==> src/rtl/beta_trap_ctrl.sv <==
// Machine-mode trap sequencer: picks one trap or mret, writes the trap CSRs over a handshaked port, then redirects fetch.
// Optional: define BETA_TRAP_MTVAL_EN to include the mtval write (W_TVAL); when undefined that state is skipped.
module beta_trap_ctrl #(
   parameter int unsigned XLEN = 32
) (
   input  logic            clk_i,
   input  logic            rst_ni,
   input  logic            valid_i,
   input  logic [1:0]      instr_trap_i,
   input  logic [1:0]      lsu_trap_i,
   input  logic            mret_i,
   input  logic            msip_i,
   input  logic            mtip_i,
   input  logic            meip_i,
   input  logic [XLEN-1:0] mie_i,
   input  logic [XLEN-1:0] mstatus_i,
   input  logic [XLEN-1:0] mtvec_i,
   input  logic [XLEN-1:0] mepc_i,
   input  logic [XLEN-1:0] pc_i,
   input  logic [XLEN-1:0] instr_i,
   input  logic [XLEN-1:0] lsu_addr_i,
   output logic            csr_we_o,
   output logic [11:0]     csr_addr_o,
   output logic [XLEN-1:0] csr_wdata_o,
   input  logic            csr_ack_i,
   output logic            stall_o,
   output logic            flush_o,
   output logic            redirect_o,
   output logic [XLEN-1:0] redirect_pc_o,
   output logic [1:0]      tcu_trap_o
);

   typedef enum logic [1:0] {INSTR_NOTRAP, INSTR_MISALIG_FETCH, INSTR_ILLEGAL_FETCH} instr_trap_e;
   typedef enum logic [1:0] {LSU_NOTRAP, LSU_MISALIG_LOAD, LSU_MISALIG_STORE} lsu_trap_e;
   typedef enum logic [1:0] {TCU_NOTRAP, TCU_INTERRUPT, TCU_EXCEPTION} tcu_trap_e;
   typedef enum logic [2:0] {IDLE, W_EPC, W_CAUSE, W_TVAL, W_STATUS, W_MRET, REDIRECT} state_e;

   state_e          state;
   logic            exc_sel, irq_sel, mret_sel;
   logic [4:0]      cause_d, cause_q;
   logic [XLEN-1:0] tval_d, base, trap_tgt, status_trap, status_mret;
   logic [XLEN-1:0] status_q, tgt_q;
`ifdef BETA_TRAP_MTVAL_EN
   logic [XLEN-1:0] tval_q;
`endif

   always_comb begin
      exc_sel = 1'b0;
      irq_sel = 1'b0;
      cause_d = '0;
      tval_d  = '0;
      if (valid_i) begin
         if (instr_trap_i == INSTR_MISALIG_FETCH) begin
            exc_sel = 1'b1; cause_d = 5'h00; tval_d = pc_i;
         end else if (instr_trap_i == INSTR_ILLEGAL_FETCH) begin
            exc_sel = 1'b1; cause_d = 5'h02; tval_d = instr_i;
         end else if (lsu_trap_i == LSU_MISALIG_LOAD) begin
            exc_sel = 1'b1; cause_d = 5'h04; tval_d = lsu_addr_i;
         end else if (lsu_trap_i == LSU_MISALIG_STORE) begin
            exc_sel = 1'b1; cause_d = 5'h06; tval_d = lsu_addr_i;
         end
      end
      if (!exc_sel && mstatus_i[3]) begin
         if (meip_i && mie_i[11]) begin
            irq_sel = 1'b1; cause_d = 5'h1b;
         end else if (msip_i && mie_i[3]) begin
            irq_sel = 1'b1; cause_d = 5'h13;
         end else if (mtip_i && mie_i[7]) begin
            irq_sel = 1'b1; cause_d = 5'h17;
         end
      end
      mret_sel = valid_i && mret_i && !exc_sel && !irq_sel;

      base     = {mtvec_i[XLEN-1:2], 2'b00};
      trap_tgt = (irq_sel && mtvec_i[1:0] == 2'b01) ? base + {26'b0, cause_d[3:0], 2'b00} : base;

      status_trap        = mstatus_i;
      status_trap[7]     = mstatus_i[3];
      status_trap[3]     = 1'b0;
      status_trap[12:11] = 2'b11;
      status_mret        = mstatus_i;
      status_mret[3]     = mstatus_i[7];
      status_mret[7]     = 1'b1;
      status_mret[12:11] = 2'b11;
   end

   logic unused_bits;
`ifdef BETA_TRAP_MTVAL_EN
   assign unused_bits = ^{mie_i[31:12], mie_i[10:8], mie_i[6:4], mie_i[2:0]};
`else
   assign unused_bits = ^{mie_i[31:12], mie_i[10:8], mie_i[6:4], mie_i[2:0], tval_d};
`endif

   // Outputs are loaded for the state being entered, so they never depend combinationally on trap inputs.
   always_ff @(posedge clk_i or negedge rst_ni) begin
      if (!rst_ni) begin
         state         <= IDLE;
         cause_q       <= '0;
         status_q      <= '0;
         tgt_q         <= '0;
`ifdef BETA_TRAP_MTVAL_EN
         tval_q        <= '0;
`endif
         csr_we_o      <= 1'b0;
         csr_addr_o    <= '0;
         csr_wdata_o   <= '0;
         stall_o       <= 1'b0;
         flush_o       <= 1'b0;
         redirect_o    <= 1'b0;
         redirect_pc_o <= '0;
         tcu_trap_o    <= TCU_NOTRAP;
      end else begin
         flush_o    <= 1'b0;
         redirect_o <= 1'b0;
         case (state)
            IDLE: begin
               if (exc_sel || irq_sel) begin
                  state       <= W_EPC;
                  cause_q     <= cause_d;
                  status_q    <= status_trap;
                  tgt_q       <= trap_tgt;
`ifdef BETA_TRAP_MTVAL_EN
                  tval_q      <= tval_d;
`endif
                  stall_o     <= 1'b1;
                  flush_o     <= 1'b1;
                  tcu_trap_o  <= irq_sel ? TCU_INTERRUPT : TCU_EXCEPTION;
                  csr_we_o    <= 1'b1;
                  csr_addr_o  <= 12'h341;
                  csr_wdata_o <= {pc_i[XLEN-1:2], 2'b00};
               end else if (mret_sel) begin
                  state       <= W_MRET;
                  tgt_q       <= mepc_i;
                  stall_o     <= 1'b1;
                  csr_we_o    <= 1'b1;
                  csr_addr_o  <= 12'h300;
                  csr_wdata_o <= status_mret;
               end
            end
            W_EPC: if (csr_ack_i) begin
               state       <= W_CAUSE;
               csr_addr_o  <= 12'h342;
               csr_wdata_o <= {cause_q[4], 27'b0, cause_q[3:0]};
            end
`ifdef BETA_TRAP_MTVAL_EN
            W_CAUSE: if (csr_ack_i) begin
               state       <= W_TVAL;
               csr_addr_o  <= 12'h343;
               csr_wdata_o <= tval_q;
            end
            W_TVAL: if (csr_ack_i) begin
               state       <= W_STATUS;
               csr_addr_o  <= 12'h300;
               csr_wdata_o <= status_q;
            end
`else
            W_CAUSE: if (csr_ack_i) begin
               state       <= W_STATUS;
               csr_addr_o  <= 12'h300;
               csr_wdata_o <= status_q;
            end
`endif
            W_STATUS, W_MRET: if (csr_ack_i) begin
               state         <= REDIRECT;
               csr_we_o      <= 1'b0;
               csr_addr_o    <= '0;
               csr_wdata_o   <= '0;
               redirect_o    <= 1'b1;
               redirect_pc_o <= tgt_q;
            end
            REDIRECT: begin
               state         <= IDLE;
               stall_o       <= 1'b0;
               tcu_trap_o    <= TCU_NOTRAP;
               redirect_pc_o <= '0;
            end
            default: state <= IDLE;
         endcase
      end
   end

endmodule
==> config.mk <==
export PLATFORM = sky130hd
export DESIGN_NAME = beta_trap_ctrl
export DESIGN_NICKNAME = d
export VERILOG_FILES = /design/src/rtl/beta_trap_ctrl.sv
export SDC_FILE = /design/constraint.sdc
export NUM_CORES = 1
export LEC_CHECK = 0
export ABC_CLOCK_PERIOD_IN_PS = 5900
export CELL_PAD_IN_SITES_DETAIL_PLACEMENT = 0
export CELL_PAD_IN_SITES_GLOBAL_PLACEMENT = 2
export CORE_MARGIN = 5
export CORE_UTILIZATION = 25
export DETAILED_ROUTE_END_ITERATION = 7
export HOLD_SLACK_MARGIN = 0.05
export PLACE_DENSITY_LB_ADDON = 0.1
export SETUP_SLACK_MARGIN = 0.02
export SYNTH_ARGS = -nofsm -noshare
export SYNTH_HDL_FRONTEND = slang
export SYNTH_SLANG_ARGS = --single-unit
==> constraint.sdc <==
create_clock -name clk_i -period 5.9 [get_ports clk_i]
set_clock_uncertainty 0.15 [all_clocks]
set_input_delay 1.77 -clock clk_i [delete_from_list [all_inputs] [get_ports clk_i]]
set_output_delay 1.77 -clock clk_i [all_outputs]
set_load 0.05 [all_outputs]
== Word-level counts from Yosys, hierarchy flattened ==
Index checks and enable logic that the tools add are counted.
Storage, ports and cells
  output and inout port bits: 82
  input bits: 236
  bits in registers: 153
Operators by class
  muxes and demuxes: 53
  equal/unequal tests: 15
  reduce and logical (&&, ||, !) cells: 26
  add/subtract/negate cells: 1
Operators with widths (count)
  2-to-1 mux 32 bit: 9
  one-hot mux 32 bit (4 select lines): 1
  one-hot mux 32 bit (2 select lines): 1
  2-to-1 mux 12 bit: 5
  one-hot mux 12 bit (4 select lines): 1
  adder 32 x 6 -> 32 bit: 1
  2-to-1 mux 3 bit: 10
  2-to-1 mux 5 bit: 4
  2-to-1 mux 1 bit: 16
  one-hot mux 3 bit (4 select lines): 1
  AND reduction 2 bit: 5
  == test 3 bit (second input constant): 3
  logical AND 1 bit: 8
  inequality test 2 bit (second input constant): 4
  nonzero test 2 bit: 4
  == test 2 x 1 -> 1 bit (second input constant): 3
  AND reduction 5 bit: 1
  == test 2 bit (second input constant): 2
  2-to-1 mux 2 bit: 2
  one-hot mux 1 bit (2 select lines): 2
  one-hot mux 2 bit (2 select lines): 1
  AND reduction 4 bit: 1
  nonzero test 4 bit: 1
  == test 3 x 1 -> 1 bit (second input constant): 1
  7 further kinds: 8

== Longest topological paths before layout ==
  depth after elaboration: 14
  depth in mapped cells: 15

== Worst setup path after synthesis ==
Ideal clock, no wire load.
  path kind: input -> register
  from: input lsu_trap_i[0]
  to: register tgt_q[25]
  required time: 5684 ps
  path slack: 1167 ps
  stages: 15
  library setup time: 66 ps
  data arrival time: 4518 ps
  path buffers: 0
  cell sequence: inv_1 > ha_1 > and2_1 > a21o_1 > nand2_1 > inv_1 > a21oi_1 > inv_1 > ha_1 > a21oi_1 > o22ai_1 > nand2_2 > or4_1 > nand3_1 > a32o_2
RTL lines
  start, declared: line 10  | input logic [1:0] lsu_trap_i,
  == test 2 x 1 -> 1 bit / == test 2 bit (equally long branches): line 57, 59
  2-to-1 mux 3 bit / 2-to-1 mux 1 bit (equally long branches): line 57, 59
  2-to-1 mux 3 bit / 2-to-1 mux 1 bit (equally long branches): line 55, 57
  2-to-1 mux 3 bit / 2-to-1 mux 1 bit (equally long branches): line 53, 55
  2-to-1 mux 3 bit / 2-to-1 mux 1 bit (equally long branches): line 52, 53
  2-to-1 mux 5 bit / 2-to-1 mux 1 bit (equally long branches): line 68, 52
  2-to-1 mux 5 bit / zero test 1 bit (equally long branches): line 66, 63
  2-to-1 mux 5 bit / logical AND 1 bit (equally long branches): line 64, 63
  2-to-1 mux 5 bit (*): line 63  | if (!exc_sel && mstatus_i[3]) begin
  net cause_d[0]: line 40  | logic [4:0] cause_d, cause_q;
  adder 32 x 6 -> 32 bit (*): line 75  | trap_tgt = (irq_sel && mtvec_i[1:0] == 2'b01) ? base + {26'b0, cause_d[3:0], 2'b00} : base;
  2-to-1 mux 32 bit (*): line 75
  2-to-1 mux 32 bit (*): line 117  | if (exc_sel || irq_sel) begin
  end signal, assigned: line 121  | tgt_q <= trap_tgt;
  end signal, assigned: line 133  | tgt_q <= mepc_i;
  end, declared: line 42  | logic [XLEN-1:0] status_q, tgt_q;
Mark *: on every way through the listed nets, which the timed path passes. The rest lies on a longest branch.
A chain may end at the register's enable or synchronous reset.

== Worst setup path in the final report ==
Same ends and word-level chain as after synthesis.

==> key figures <==
Outcome
  – Status: finished clean

Hold path
  – Hold Path Class: flop to flop
  – Worst hold start: status_q[12]
  – Hold path cells: 1
  – Worst Hold End: status_q[12]

Die
  – Die width: 177 um
  – Core Footprint: 27700 sq um
  – Die ar.: 31500 sq um
  – Die Span Y: 177 um
  – Initial Utilization: 25.3%
  – I/O pin total: 318
  – Std-Cell Rows: 61

Placement
  – RD Place Congestion: 0.749
  – Placed insts: 1327
  – Hpwl dp: 17200 um
  – # port buffers: 213

Global route
  – Vias in the first global route: 6519
  – Initial antenna violation count: 2
  – Largest net degree at the start of global routing: 71
  – Overall routing resource usage: 15.8%
  – Global-route wire length before repair: 38300 um
  – Global route overflow: 0

Clock tree
  – Worst skew pair latency: 0.42 ns
  – Num CTS Buffers: 17
  – CTS Sinks: 143
  – Clock buffer depth: 2
  – Post-CTS Setup Repair Bufs: 0
  – Post-CTS sizing: 0
  – Root buffer cell: clkbuf_16
  – Clock slew at the register clock pins of the worst setup and hold paths: 0.07 ns
  – CTS H-tree lvls: 4
  – CTS tree: done
  – CTS Hold Buffers Added: 0

Synth
  – Post-synth ARST share: 100%
  – Post-Syn Area: 7010 sq um
  – Main synth FF type: dfrtp_1
  – Post-synth EDFFs: 0
  – Post-synth cell types: 55
  – Sequential fraction of the synthesis area: 51.1%
  – Yosys warnings: 0
  – Yosys reg bits: 143
  – Share of the synthesized area in the top cell type: 51.1%
  – Cells after Synth: 761
  – Top cells by area, synth: dfrtp_1, nand2_1, a21oi_1
  – Synth area leader: dfrtp_1
  – Avg Cell Area, Syn: 9.21 sq um

Drt
  – Initial DRC Count: 254
  – Routed Antenna Nets: 0
  – Drt total wl: 25000 um
  – DRC viols: 0
  – Pre-antenna DRT Iters: 5
  – Total number of vias: 6155
  – Via density: 4.53
  – Routed wire length per instance: 18.4 um

Cells and area
  – Fraction of layout cells with a size suffix above 1: 8.26%
  – Layout area overhead: 44.2%
  – Finished Layout Cells: 1360
  – Nets@finish: 1210
  – Final core utilization: 36.5%

Worst setup path
  – Critical Path AT: 5.43 ns
  – Critical path's largest stage delay: 0.54 ns
  – Startpoint Class: input port
  – Most frequent cell on the critical path: inv_1
  – Slowest CP cell: or4_1
  – Reg2Reg Setup Slack: 3.07 ns
  – Worst setup path category: input port to flop
  – FF-to-FF End: csr_wdata_o[14]
  – CP required: 6.11 ns
  – Critical path startpoint: lsu_trap_i[0]
  – R2r startpoint: state[1]
  – Crit-path cells: clkdlybuf4s50_1, inv_1, ha_1, and2_1, a21o_1, nand2_1, inv_1, a21oi_1, inv_1, ha_1, a21oi_1, o22ai_1, nand2_2, or4_1, nand3_1, a32o_2
  – Buf/Inv on CP: 4
  – CP endpoint kind: flop
  – CP Max Fanout: 9
  – Reg2reg path depth: 6
  – CP top delay family: compound AO/OA/AOI/OAI gates

Pwr
  – Pwr dens: 558 nW/um^2
  – Cell leakage power: 4.24 nW
  – Tot Pwr: 5.64 mW
  – Max VDD drop: 224 uV

STA
  – Post-route clock period utilization: 88.5%
  – Max-slew violations: 0
  – Crit path time final: 5.22 ns
  – Hold_ws: 0.318 ns
  – Measured slew at the worst slew-check pin: 1.01 ns
  – FMAX: 191 MHz
  – Final setup fails: 0
  – RSZ-0062 raised after global routing: false
  – Relative slew slack: 32.7%
  – Final hold violations: 0
  – Setup TNS: 0 ns

Job
  – Max-cap violations: 0
-- synth_stat cells (2+ instances only) --
| library cell | number |
|---|---|
| a31oi_1 | 3 |
| a22o_1 | 21 |
| o31ai_1 | 3 |
| a21oi_1 | 82 |
| nand4_1 | 9 |
| clkbuf_1 | 19 |
| mux2_1 | 12 |
| clkinv_1 | 2 |
| mux2_2 | 18 |
| nor2b_1 | 2 |
| o22ai_1 | 4 |
| a22oi_1 | 24 |
| a222oi_1 | 3 |
| o21ai_1 | 3 |
| nand2b_1 | 3 |
| and3_1 | 3 |
| buf_4 | 9 |
| nand2_2 | 2 |
| o21a_1 | 3 |
| buf_2 | 18 |
| nor3_1 | 12 |
| nand3_1 | 13 |
| xor2_1 | 9 |
| a21o_1 | 4 |
| or3_1 | 2 |
| dfrtp_1 | 143 |
| a221oi_1 | 2 |
| ha_1 | 5 |
| nand2_1 | 173 |
| o21ai_0 | 40 |
| xnor2_1 | 19 |
| and2_1 | 4 |
| inv_1 | 13 |
| buf_6 | 3 |
| nor2_1 | 56 |
-- placed cells by master, fill, tap and decap left out, types with 4 or more instances in the layout --
| cell type | instances |
|---|---|
| a21o_1 | 4 |
| nand2_1 | 172 |
| mux2_1 | 12 |
| clkinvlp_4 | 4 |
| a21oi_1 | 81 |
| dfrtp_1 | 143 |
| clkbuf_16 | 17 |
| o21ai_0 | 40 |
| xnor2_1 | 19 |
| o22ai_1 | 4 |
| a22oi_1 | 24 |
| nand4_1 | 9 |
| inv_6 | 5 |
| clkdlybuf4s50_1 | 212 |
| ha_1 | 5 |
| buf_4 | 19 |
| mux2_2 | 18 |
| nor2_1 | 55 |
| nand3_1 | 13 |
| a22o_1 | 21 |
| conb_1 | 7 |
| xor2_1 | 9 |
| nor3_1 | 12 |
| inv_1 | 13 |
-- layout make-up --
cell class                 instances  area, sq um
inverter                          15         56.3
antenna                            1         2.50
fill                            2851        17600
multi-input combinational        559         3160
clock inverter                    13          125
timing repair buffer             232         2280
tap                              378          473
sequential                       143         3580
clock buffer                      19          433
-- worst reg2reg max path, stage by stage (launching register included) --
cell and delay [ns]:
dfrtp_1 0.49, or3_1 0.47, a21oi_1 0.81, a21oi_4 0.28, buf_4 0.28, a21oi_1 0.15, a21oi_1 0.09
-- per-layer routing --
metal / vias up / GRT usage, % / share of wire, %
met2: 119 / 25.1 / 46
li1: 3033 / - / -
met5: - / 0 / 0.092
met3: 6 / 3.58 / 4.7
met4: 4 / 3.48 / 0.27
met1: 2993 / 22.2 / 49
-- kinds of logic (layout without fill, tap and decap cells) --
kind of cell | Yosys count | in the layout | share of synthesized area (%)
fa+ha+maj | 6 | 6 | 1.18
simple gates | 288 | 288 | 17.3
compound gates | 200 | 200 | 17.5
buf+inv | 65 | 279 | 4.61
mux | 30 | 30 | 4.82
flops | 143 | 143 | 51.1
other cells | 1 | 8 | 0.0535
xor+xnor | 28 | 28 | 3.50
-- report_power, final --
group | internal (mW) | leakage, nW | total (mW) | switching [mW]
Clock | 0.589 | 0.263 | 1.06 | 0.469
Combinational | 0.986 | 2.22 | 2.88 | 1.89
Sequential | 1.45 | 1.76 | 1.70 | 0.256
Total | 3.02 | 4.24 | 5.64 | 2.61
-- through the flow --
stage          area, sq um  worst slack [ns]
3_3_place_gp          9540             0.231
6_report             10100             0.676
5_1_grt              10100             0.380
3_5_place_dp          9540             0.240
4_1_cts              10100             0.674
2_1_floorplan         7030              1.17
-- flip-flops by register name, summed over array words and instances, names as in the netlist --
register and flops:
tcu_trap_o 2, flush_o 1, tgt_q 32, redirect_pc_o 32, stall_o 1, csr_we_o 1
csr_wdata_o 32, cause_q 4, state 3, redirect_o 1, csr_addr_o 4, status_q 30
-- how the worst max path moves through the flow --
stage | endpoint | slack [ns] | depth (start not counted)
final | tgt_q[25] | 0.68 | 16
after global routing | tgt_q[25] | 0.38 | 16
after CTS | tgt_q[25] | 0.67 | 16
after detailed placement | tgt_q[25] | 0.24 | 16
after global placement | tgt_q[25] | 0.23 | 16
after floorplan | tgt_q[25] | 1.17 | 15
(Power assumes the default switching activity.)
